### src/rtl/debug_step_ctrl.sv
// Debug step controller: turns UART command bytes into the pipeline advance enable.
// Latency: o_step/o_done are decoded from the state flop; o_report/o_err are registered one-cycle pulses.
// Backpressure: o_cmd_ready is low in STEP and DRAIN; the sender holds its byte until it is accepted.
//
// Ports:
//   clk, rst         - system clock, asynchronous active-low reset
//   i_cmd_valid/i_cmd - command byte from the debug UART receiver
//   i_halt           - HALT opcode in ID this cycle (only looked at in RUN and STEP)
//   o_cmd_ready      - command accepted when i_cmd_valid && o_cmd_ready
//   o_step           - advance enable for every inter-stage latch
//   o_state          - IDLE=0, RUN=1, STEP=2, DRAIN=3, DONE=4
//   o_cycle_count    - saturating count of o_step cycles in this session
//   o_report         - pulse telling the dump unit to send state to the host
//   o_done           - program finished and pipeline drained
//   o_err            - pulse: accepted command is illegal in the current state
module debug_step_ctrl #(
  parameter int          DRAIN_CYCLES = 4,
  parameter int          CNT_W        = 32,
  parameter logic [7:0]  CMD_RUN      = 8'h43,
  parameter logic [7:0]  CMD_STEP     = 8'h53,
  parameter logic [7:0]  CMD_PAUSE    = 8'h50,
  parameter logic [7:0]  CMD_RESET    = 8'h52
) (
  input  logic             clk,
  input  logic             rst,
  input  logic             i_cmd_valid,
  input  logic [7:0]       i_cmd,
  input  logic             i_halt,
  output logic             o_cmd_ready,
  output logic             o_step,
  output logic [2:0]       o_state,
  output logic [CNT_W-1:0] o_cycle_count,
  output logic             o_report,
  output logic             o_done,
  output logic             o_err
);

  typedef enum logic [2:0] {
    S_IDLE  = 3'd0,
    S_RUN   = 3'd1,
    S_STEP  = 3'd2,
    S_DRAIN = 3'd3,
    S_DONE  = 3'd4
  } state_t;

  // Drain counter must hold DRAIN_CYCLES itself.
  localparam int              DW         = $clog2(DRAIN_CYCLES + 1);
  localparam logic [DW-1:0]   DRAIN_LOAD = DW'(DRAIN_CYCLES);

  state_t             r_state;
  logic [CNT_W-1:0]   r_cycle_count;
  logic [DW-1:0]      r_drain_cnt;
  logic               r_drain_pend;   // HALT seen while single-stepping, drain not yet finished
  logic               r_report;
  logic               r_err;

  logic               w_step;
  logic               w_cmd_ready;
  logic               w_cmd_acc;
  logic               w_cnt_max;
  logic [DW-1:0]      w_drain_dec;

  // Pure decodes of the state flop so that async reset drops them at once.
  assign w_step      = (r_state == S_RUN) || (r_state == S_STEP) || (r_state == S_DRAIN);
  assign w_cmd_ready = (r_state == S_IDLE) || (r_state == S_RUN) || (r_state == S_DONE);
  assign w_cmd_acc   = i_cmd_valid && w_cmd_ready;
  assign w_cnt_max   = &r_cycle_count;
  // Guarded decrement: never wraps below zero.
  assign w_drain_dec = (r_drain_cnt == '0) ? '0 : r_drain_cnt - DW'(1);

  always_ff @(posedge clk or negedge rst) begin
    if (!rst) begin
      r_state       <= S_IDLE;
      r_cycle_count <= '0;
      r_drain_cnt   <= '0;
      r_drain_pend  <= 1'b0;
      r_report      <= 1'b0;
      r_err         <= 1'b0;
    end else begin
      // Pulses default low; only a fresh event raises them for one cycle.
      r_report <= 1'b0;
      r_err    <= 1'b0;

      if (w_step && !w_cnt_max) begin
        r_cycle_count <= r_cycle_count + CNT_W'(1);
      end

      case (r_state)
        S_IDLE: begin
          if (w_cmd_acc) begin
            if (i_cmd == CMD_RUN) begin
              // A pending single-step drain is finished off free-running.
              r_state <= r_drain_pend ? S_DRAIN : S_RUN;
            end else if (i_cmd == CMD_STEP) begin
              r_state <= S_STEP;
            end else if (i_cmd == CMD_RESET) begin
              r_cycle_count <= '0;
              r_drain_cnt   <= '0;
              r_drain_pend  <= 1'b0;
            end else begin
              r_err <= 1'b0 | 1'b1;
            end
          end
        end

        S_RUN: begin
          if (i_halt) begin
            // HALT wins; a command arriving in the same cycle is swallowed.
            r_state     <= S_DRAIN;
            r_drain_cnt <= DRAIN_LOAD;
          end else if (w_cmd_acc) begin
            if (i_cmd == CMD_PAUSE) begin
              r_state <= S_IDLE;
            end else begin
              r_err <= 1'b1;
            end
          end
        end

        S_STEP: begin
          // Every step is reported; if it also finishes the drain, this is the DONE report.
          r_report <= 1'b1;
          if (i_halt && !r_drain_pend) begin
            r_drain_pend <= 1'b1;
            r_drain_cnt  <= DRAIN_LOAD;
            r_state      <= S_IDLE;
          end else if (r_drain_pend) begin
            r_drain_cnt <= w_drain_dec;
            r_state     <= (w_drain_dec == '0) ? S_DONE : S_IDLE;
          end else begin
            r_state <= S_IDLE;
          end
        end

        S_DRAIN: begin
          r_drain_cnt <= w_drain_dec;
          if (r_drain_cnt <= DW'(1)) begin
            r_state  <= S_DONE;
            r_report <= 1'b1;
          end
        end

        S_DONE: begin
          if (w_cmd_acc) begin
            if (i_cmd == CMD_RESET) begin
              r_state       <= S_IDLE;
              r_cycle_count <= '0;
              r_drain_cnt   <= '0;
              r_drain_pend  <= 1'b0;
            end else begin
              r_err <= 1'b1;
            end
          end
        end

        default: begin
          r_state <= S_IDLE;
        end
      endcase
    end
  end

  assign o_cmd_ready   = w_cmd_ready;
  assign o_step        = w_step;
  assign o_state       = r_state;
  assign o_cycle_count = r_cycle_count;
  assign o_report      = r_report;
  assign o_done        = (r_state == S_DONE);
  assign o_err         = r_err;

endmodule

### config.mk
export PLATFORM = sky130hd
export DESIGN_NAME = debug_step_ctrl
export DESIGN_NICKNAME = d
export VERILOG_FILES = /design/src/rtl/debug_step_ctrl.sv
export SDC_FILE = /design/constraint.sdc
export NUM_CORES = 1
export LEC_CHECK = 0
export BUFFER_PORTS_ARGS = -buffer_cell sky130_fd_sc_hd__buf_2
export CAP_MARGIN = 20
export CORE_AREA = 4 4 90 92
export DETAILED_ROUTE_END_ITERATION = 8
export DIE_AREA = 0 0 94 96
export SYNTH_ARGS = -nofsm -noshare
export SYNTH_HDL_FRONTEND = slang
export SYNTH_SLANG_ARGS = --single-unit
### constraint.sdc
create_clock -name clk -period 1.93 [get_ports clk]
set_clock_uncertainty 0.15 [all_clocks]
set_input_delay 0.2895 -clock clk [delete_from_list [all_inputs] [get_ports clk]]
set_output_delay 0.2895 -clock clk [all_outputs]
set_load 0.005 [all_outputs]
==> results of run 1 <==
placed cells by master (no fill, tap or decap), types with 5 or more instances in the layout:
cell type	Yosys	final
buf_4	4	55
buf_2	3	51
dfrtp_1	41	40
nor2_1	24	23
nand2_1	22	21
a21oi_1	21	17
o21ai_0	15	15
nand3_1	12	11
nand4_1	10	10
inv_1	8	8
or3_1	10	8
and3_1	8	7
xnor2_1	7	7
mux2i_1	6	6
clkbuf_8	0	6
and4_1	9	5
a211oi_1	5	5
o211ai_1	5	5
routing by layer:
layer	wire [um]	vias to the layer above
met3	312	10
met2	3190	62
met5	0	-
met1	3250	1194
li1	-	1219
met4	97	0
worst paths after layout:
path	cells past startpoint	start	slack (ps)	end
setup / recovery	7	o_cycle_count[1]	-60	o_cycle_count[25]
hold / removal	3	i_cmd_valid	130	o_err
setup reg to reg	7	o_cycle_count[1]	-60	o_cycle_count[25]
hold reg to reg	1	r_drain_pend	360	r_drain_pend
max in group asynchronous	3	rst	640	o_cycle_count[3]
min in group asynchronous	2	rst	410	o_cycle_count[29]
cell families (layout without fill, tap and decap cells):
family                     Yosys count  after routing  share of synthesized area
muxes                                7              7                     0.0285
and+or+nand+nor                    123            123                      0.286
AOI/OAI and AO/OA                   67             67                      0.188
adders and majority gates            1              1                    0.00500
xor gates and xnor gates            10             10                     0.0350
DFF                                 41             41                      0.410
buffers and inverters               20            126                     0.0465
final cells by class:
cell class | instances | area (sq um)
multi-input combinational | 208 | 1490
clock buffer | 7 | 86.3
sequential | 41 | 1030
fill | 726 | 3710
inverter | 8 | 30.0
clock inverter | 1 | 30.0
timing repair buffer | 110 | 721
tap | 99 | 124
flip-flops by register name, summed over array words and instances, names as in the netlist:
name / flops
o_cycle_count: 32
r_drain_cnt: 3
o_state: 3
r_drain_pend: 1
o_err: 1
o_report: 1
repair_timing:
item                                    4_1_cts  5_1_grt
pin swaps                                     0       13
endpoints found under the setup margin        6       31
hold endpoints to repair                     27        0
setup buffers                                 2        5
gates resized for setup                       4       27
hold buffers                                  1        0
critical path: cells and delay by family (launching register included):
| kind | cells | cell delay, ps |
|---|---|---|
| flip-flops | 1 | 430 |
| buffers and inverters | 2 | 250 |
| AO/OA/AOI/OAI | 2 | 600 |
| AND/OR/NAND/NOR | 3 | 490 |
per-stage QoR:
step,utilization,instances,hold slack (ps)
final,0.486,474,128
after global routing,0.486,474,126
after CTS,0.466,470,108
after detailed placement,0.443,459,213
after global placement,0.443,459,214
after floorplan,-,269,-156
power by group through the flow:
stage                     registers [mW]  logic, mW  clock network, mW
final                               1.29       2.11              0.733
after global routing                1.33       2.32              0.777
after CTS                           1.27       1.94              0.755
after detailed placement            1.29       1.88                  0
after global placement              1.27       1.88                  0
after floorplan                     1.38      0.887                  0
==> flow_summary.yaml, run 1 <==
status:
  outcome: "complete, but fails checks"
  violations: "setup timing"
drt:
  routed_wl_um: 6850
  viasPerCell: 5.24
  dr.first_iter.drc_count: 88
  ant_nets: 0
  vias: 2485
  drc: 0
  drtPass1Iterations: 4
  wire_per_inst_um: 14.4
clock_tree:
  clk_pin_slew_ps: 80
  clkSinkCount: 41
  cts_inserted_buffers: 5
  clkLatencyLatePin_ps: 300
  clockRootBuffer: "clkbuf_8"
  ctsLongestPathBuffers: 2
  tritoncts: "built"
  htree_levels: 2
floorplan:
  start_util: 0.347
  coreArea_sq_um: 7210
  pin_count: 52
  die-area_sq_um: 9020
  die_h_um: 96
  core.rowCount: 31
  die_w_um: 94
power:
  pwr-share-clk: 0.177
  internal-power_mw: 2.54
  power_leakage_nw: 1.47
  p_per_area_nw_per_um2: 1180
  seq_power_share: 0.312
  p_sw_mw: 1.59
  total_power_mw: 4.13
  vdd_drop_max_uv: 324
  combPwrFrac: 0.510
  swShare: 0.384
grt:
  antenna_found_initial: 0
  grt_overflow_total: 0
  top_usage_layer: "met2"
  grt_max_degree: 30
  met1_usage: 0.213
  grt_pass1_wl_um: 11400
  use_met2: 0.253
  first_global_vias: 2429
  grtUsageTotal: 0.158
  met3_usage: 0.0313
final_layout:
  postLayoutCellArea_sq_um: 3510
  fin_nets: 387
  diodes: 0
  drive_gt1_frac: 0.403
  synthToLayoutAreaGrowth_pct: 40.3
synth:
  yosysTopAreaCellShare: 0.410
  synth_nets: 282
  synthTopCellsByCount: "41 x dfrtp_1, 24 x nor2_1, 22 x nand2_1"
  synth_top_area_cell: "dfrtp_1"
  async_flop_share: 1.00
  synth_edf_count: 0
  synth_area_leaders: "dfrtp_1 41%, a21oi_1 4.2%, nor2_1 3.6%"
  avgSynthCellArea_sq_um: 9.29
  ys_types: 52
  ys_seq_area_frac: 0.410
  synthFlopType: "dfrtp_1"
  synthCells: 269
  synth_area_sq_um: 2500
  ys_warn_count: 0
  yosysMostFrequentCell: "dfrtp_1"
  ys_seq_elements: 41
timing:
  period_needed_ps: 1990
  fin_tns_setup_ps: -138
  worst_pin_slew_ps: 662
  slew_headroom: 0.558
  slew_violations: 0
  rsz0062_at_grt: "yes"
  finalSetupViolations: 6
  max_clock_freq_mhz: 502
  finalWorstSetupSlack_ps: -60.4
  finalCritPeriodShare: 1.03
  hold_viol_final: 0
setup_path:
  max_stage_delay_ps: 430
  path_cells: "buf_4 > and4_4 > buf_4 > nand3_1 > a211oi_1 > nand4b_1 > a21oi_1"
  path_max_fanout: 3
  worstPathRequired_ps: 2000
  crit_top_cell: "buf_4"
  start_kind: "flop"
  critPathCaptureType: "flop"
  crit_type: "flop to flop"
  slowest_stage: "dfrtp_1"
  critical_path_arrival_ps: 2060
worst_hold_path:
  hold_class: "input port to flop"
placement:
  hpwlAfterDp_um: 5150
  port_buffers: 51
  place_area_sq_um: 3200
  gp_congestion: 0.878
  pre_cts_ws_ps: -8.91
run:
  drv_cap: 0
Power figures use the tool's default switching activity.
==> inputs of run 2 (changes only) <==
--- a/config.mk
+++ b/config.mk
@@ -5,11 +5,12 @@
 export SDC_FILE = /design/constraint.sdc
 export NUM_CORES = 1
 export LEC_CHECK = 0
-export BUFFER_PORTS_ARGS = -buffer_cell sky130_fd_sc_hd__buf_2
+export BUFFER_PORTS_ARGS = -buffer_cell sky130_fd_sc_hd__buf_4
 export CAP_MARGIN = 20
 export CORE_AREA = 4 4 90 92
 export DETAILED_ROUTE_END_ITERATION = 8
 export DIE_AREA = 0 0 94 96
+export RECOVER_POWER = 25
 export SYNTH_ARGS = -nofsm -noshare
 export SYNTH_HDL_FRONTEND = slang
 export SYNTH_SLANG_ARGS = --single-unit
==> run 2 against run 1 <==
Compared with the run above:
- critical endpoint unchanged
- routed wire length up 2.2%
- via count grew 2.2%
- design area up 2.4%
- total power increased by 0.70%
- critical path type unchanged
- sequential power hardly changed
- largest power group unchanged
- the run now ends clean
- worst setup slack improved by 64 ps
==> flow_summary.yaml, run 2 (synthesized netlist as in run 1, its figures left out) <==
timing:
  slew_violations: 0
  max_clock_freq_mhz: 519
  finalSetupViolations: 0
  finalCritPeriodShare: 0.998
  slew_headroom: 0.308
  rsz0062_at_grt: "yes"
  worst_pin_slew_ps: 1040
  fin_tns_setup_ps: 0
  hold_viol_final: 0
  period_needed_ps: 1930
drt:
  vias: 2539
  dr.first_iter.drc_count: 127
  ant_nets: 0
  viasPerCell: 5.35
  wire_per_inst_um: 14.7
  drtPass1Iterations: 4
  routed_wl_um: 7000
  drc: 0
floorplan:
  coreArea_sq_um: 7210
  pin_count: 52
  die_w_um: 94
  die_h_um: 96
  die-area_sq_um: 9020
  core.rowCount: 31
  start_util: 0.347
power:
  vdd_drop_max_uv: 360
  swShare: 0.389
  internal-power_mw: 2.54
  seq_power_share: 0.311
  combPwrFrac: 0.554
  power_leakage_nw: 1.52
  pwr-share-clk: 0.135
  p_per_area_nw_per_um2: 1160
  p_sw_mw: 1.62
worst_hold_path:
  worstHoldPathCells: 3
  min_from: "i_cmd_valid"
  hold_class: "input port to flop"
final_layout:
  final_cell_mix: "107 x buf_4, 39 x dfrtp_1, 23 x nor2_1"
  layout_commonest_cell: "buf_4"
  drive_gt1_frac: 0.402
  largest_reg_flops: 32
  synthToLayoutAreaGrowth_pct: 43.6
  postLayoutCellArea_sq_um: 3590
  fin_nets: 388
  diodes: 0
grt:
  grt_max_degree: 42
  grtUsageTotal: 0.161
  antenna_found_initial: 0
  grt_pass1_wl_um: 11600
  grt_overflow_total: 0
  first_global_vias: 2440
clock_tree:
  clk_pin_slew_ps: 80
  clockRootBuffer: "clkbuf_8"
  cts_inserted_buffers: 5
  clkLatencyLatePin_ps: 300
  htree_levels: 2
  clkSinkCount: 41
  tritoncts: "built"
  ctsLongestPathBuffers: 2
status:
  outcome: "completed"
setup_path:
  max_stage_delay_ps: 440
  slowest_stage: "a211oi_1"
  worstPathRequired_ps: 2010
  endpoint: "o_cycle_count[25]"
  critical_path_arrival_ps: 2000
  start_kind: "flop"
  crit_type: "flop to flop"
  regToRegSetupSlack_ps: 4
  path_cells: "o21bai_4 > inv_1 > nand3_1 > a211oi_1 > nand4b_1 > a21oi_1"
  startpoint: "o_state[2]"
  timing.rr.end: "o_cycle_count[25]"
  path_max_fanout: 6
  reg2regPathDepth: 6
  critPathCaptureType: "flop"
  rr_startpoint: "o_state[2]"
placement:
  hpwlAfterDp_um: 5150
  gp_congestion: 0.901
  place_area_sq_um: 3340
  port_buffers: 51
run:
  drv_cap: 0
==> run 2: cell count changes in the layout (fill, tap and decap cells not counted), sizes merged <==
cell    change
clkinv      +2
bufinv      -1
==> run 2: worst min path at each step <==
stage                   endpoint
3_3_place_gp   o_cycle_count[28]
2_1_floorplan   o_cycle_count[0]
5_1_grt                    o_err
4_1_cts                    o_err
6_report                   o_err
3_5_place_dp               o_err
==> run 2: worst max-delay path: cells and delay by family, from the launching register on <==
kind                   cells  cell delay (ps)
AND/OR/NAND/NOR            2              350
flip-flops                 1              380
AO/OA/AOI/OAI              3              810
buffers and inverters      1              170
==> run 2: power groups by stage <==
stage	sequential, mW	clock [mW]	combinational, mW
final	1.29	0.562	2.31
after global routing	1.33	0.611	2.53
after CTS	1.26	0.579	2.11
after detailed placement	1.28	0	2.06
after global placement	1.27	0	2.04
after floorplan	1.38	0	0.887
==> run 2: timing repair <==
item / CTS / global route
pin swaps: 1 / 8
resized for setup: 4 / 28
hold buffers: 1 / 0
endpoints found under the setup margin: 7 / 27
hold endpoints to repair: 41 / 0
setup buffers: 1 / 4
==> run 2: stage by stage <==
step | total power, mW | std cells | setup WS (ps) | util | hold WS [ps]
floorplan | 2.27 | 269 | 24.4 | - | -156
detailed placement | 3.34 | 461 | -63.7 | 0.463 | 165
global placement | 3.30 | 461 | -7.03 | 0.463 | 159
global route | 4.46 | 475 | -85.9 | 0.498 | 139
finish | 4.16 | 475 | 3.74 | 0.498 | 130
CTS | 3.95 | 471 | -11.3 | 0.479 | 117
==> run 2: layer usage <==
layer,part of all wire,vias to the layer above,global-route usage
met5,0,-,0
met4,0.018,0,0.0457
met3,0.062,10,0.0360
met2,0.45,78,0.266
met1,0.46,1230,0.214
li1,-,1221,-
==> run 2: cell type report <==
class / instances / area [sq um]
multi-input combinational: 208 / 1480
tap: 99 / 124
inverter: 8 / 30.0
clock inverter: 2 / 10.0
timing repair buffer: 111 / 850
fill: 721 / 3620
clock buffer: 6 / 72.6
sequential: 41 / 1030
==> inputs of run 3 (changes only) <==
--- a/config.mk
+++ b/config.mk
@@ -10,6 +10,7 @@
 export CORE_AREA = 4 4 90 92
 export DETAILED_ROUTE_END_ITERATION = 8
 export DIE_AREA = 0 0 94 96
+export PLACE_DENSITY = 0.66
 export RECOVER_POWER = 25
 export SYNTH_ARGS = -nofsm -noshare
 export SYNTH_HDL_FRONTEND = slang
==> run 3 against run 2 <==
Compared with the run above:
- the run now ends with setup timing left
- count of clock-buffer cells in the layout fell by 1
- worst setup slack got worse by 19 ps
- global-route usage fell by 0.33 points
- critical path depth did not move
- largest power group unchanged
- register-to-register slack got worse by 20 ps
- combinational power barely moved
- critical endpoint is now o_cycle_count[28]
==> flow_summary.yaml, run 3 (synthesized netlist as in run 1, its figures left out) <==
grt:
  first_global_vias: 2432
  grtUsageTotal: 0.158
  met3_usage: 0.0367
  grt_pass1_wl_um: 11500
  antenna_found_initial: 0
  grt_overflow_total: 0
  met1_usage: 0.215
  grt_max_degree: 42
  top_usage_layer: "met2"
  use_met2: 0.253
floorplan:
  die_w_um: 94
  core.rowCount: 31
  pin_count: 52
  die-area_sq_um: 9020
  start_util: 0.347
  coreArea_sq_um: 7210
  die_h_um: 96
final_layout:
  largest_reg_flops: 32
  synthToLayoutAreaGrowth_pct: 45.8
  postLayoutCellArea_sq_um: 3650
  fin_nets: 390
  instances_no_fill: 477
  final_core_util: 0.505
  diodes: 0
  drive_gt1_frac: 0.423
  final_cell_mix: "106 x buf_4, 39 x dfrtp_1, 23 x nor2_1"
  layout_commonest_cell: "buf_4"
setup_path:
  max_stage_delay_ps: 410
  path_max_fanout: 5
  worstPathRequired_ps: 2010
  cp_num_buf_inv: 0
  slowest_stage: "or3_1"
  path_cells: "ha_2 > nand3_4 > nor4_4 > nand4_4 > or3_1 > a21oi_2"
  critPathCaptureType: "flop"
  crit_family: "simple AND/OR/NAND/NOR gates"
  crit_type: "flop to flop"
  start_kind: "flop"
  critical_path_arrival_ps: 2020
clock_tree:
  clkSinkCount: 41
  clk_pin_slew_ps: 80
  clockRootBuffer: "clkbuf_8"
  clkLatencyLatePin_ps: 290
  tritoncts: "built"
  cts_inserted_buffers: 5
  htree_levels: 2
  ctsLongestPathBuffers: 2
run:
  drv_cap: 0
timing:
  finalWorstSetupSlack_ps: -15.6
  fin_tns_setup_ps: -15.6
  finalCritPeriodShare: 1.01
  hold_viol_final: 0
  finalSetupViolations: 1
  worst_pin_slew_ps: 1030
  period_needed_ps: 1950
  whs_ps: 138
  slew_violations: 0
  max_clock_freq_mhz: 514
  rsz0062_at_grt: "yes"
  slew_headroom: 0.313
drt:
  viasPerCell: 5.27
  drtPass1Iterations: 4
  routed_wl_um: 7020
  vias: 2515
  wire_per_inst_um: 14.7
  dr.first_iter.drc_count: 99
  drc: 0
  ant_nets: 0
status:
  outcome: "complete, but fails checks"
  violations: "setup timing"
placement:
  gp_congestion: 0.844
  placed_cells: 460
  port_buffers: 51
  place_area_sq_um: 3320
  pre_cts_ws_ps: -15.8
  hpwlAfterDp_um: 5260
power:
  total_power_mw: 4.17
  p_per_area_nw_per_um2: 1140
  power_leakage_nw: 1.54
  vdd_drop_max_uv: 334
worst_hold_path:
  hold_class: "input port to flop"
run 3: cell types whose count changed in the layout (fill, tap and decap cells not counted), sizes merged:
cell and change:
clkbuf -1, clkinvlp +1, buf +2
run 3: final cells by class:
class / instances / area, sq um
fill: 689 / 3570
multi-input combinational: 208 / 1510
sequential: 41 / 1030
timing repair buffer: 113 / 867
tap: 99 / 124
clock buffer: 5 / 68.8
inverter: 8 / 30.0
clock inverter: 3 / 17.5
run 3: tightest hold or removal path, cell delays in order:
cell      delay (ps)
buf_4            130
nand4b_1          80
a21oi_1           50
run 3: timing repair:
action / CTS / global route
hold buffers: 1 / 0
buffers inserted: 0 / 8
setup endpoints to repair: 8 / 27
pin swaps: 2 / 16
gates resized for setup: 6 / 35
hold endpoints to repair: 41 / 0
run 3: report_power, final:
| part | internal (mW) | leakage (nW) | switching, mW |
|---|---|---|---|
| Sequential | 1.09 | 0.431 | 0.206 |
| Combinational | 1.18 | 1.06 | 1.14 |
| Clock | 0.250 | 0.0439 | 0.306 |
| Total | 2.52 | 1.54 | 1.65 |
run 3: path summary, 6_finish.rpt:
check | start | end | slack (ps) | cells past startpoint
setup / recovery | o_cycle_count[1] | o_cycle_count[28] | -20 | 6
hold / removal | i_cmd_valid | o_err | 140 | 3
setup reg to reg | o_cycle_count[1] | o_cycle_count[28] | -20 | 6
hold reg to reg | r_drain_pend | r_drain_pend | 370 | 1
max in group asynchronous | rst | o_cycle_count[3] | 370 | 2
min in group asynchronous | rst | o_cycle_count[4] | 550 | 2
run 3: per-layer routing:
metal  vias up  share of wire
met4         0         0.0051
met3         6          0.052
li1       1228              -
met5         -              0
met1      1210           0.47
met2        71           0.48
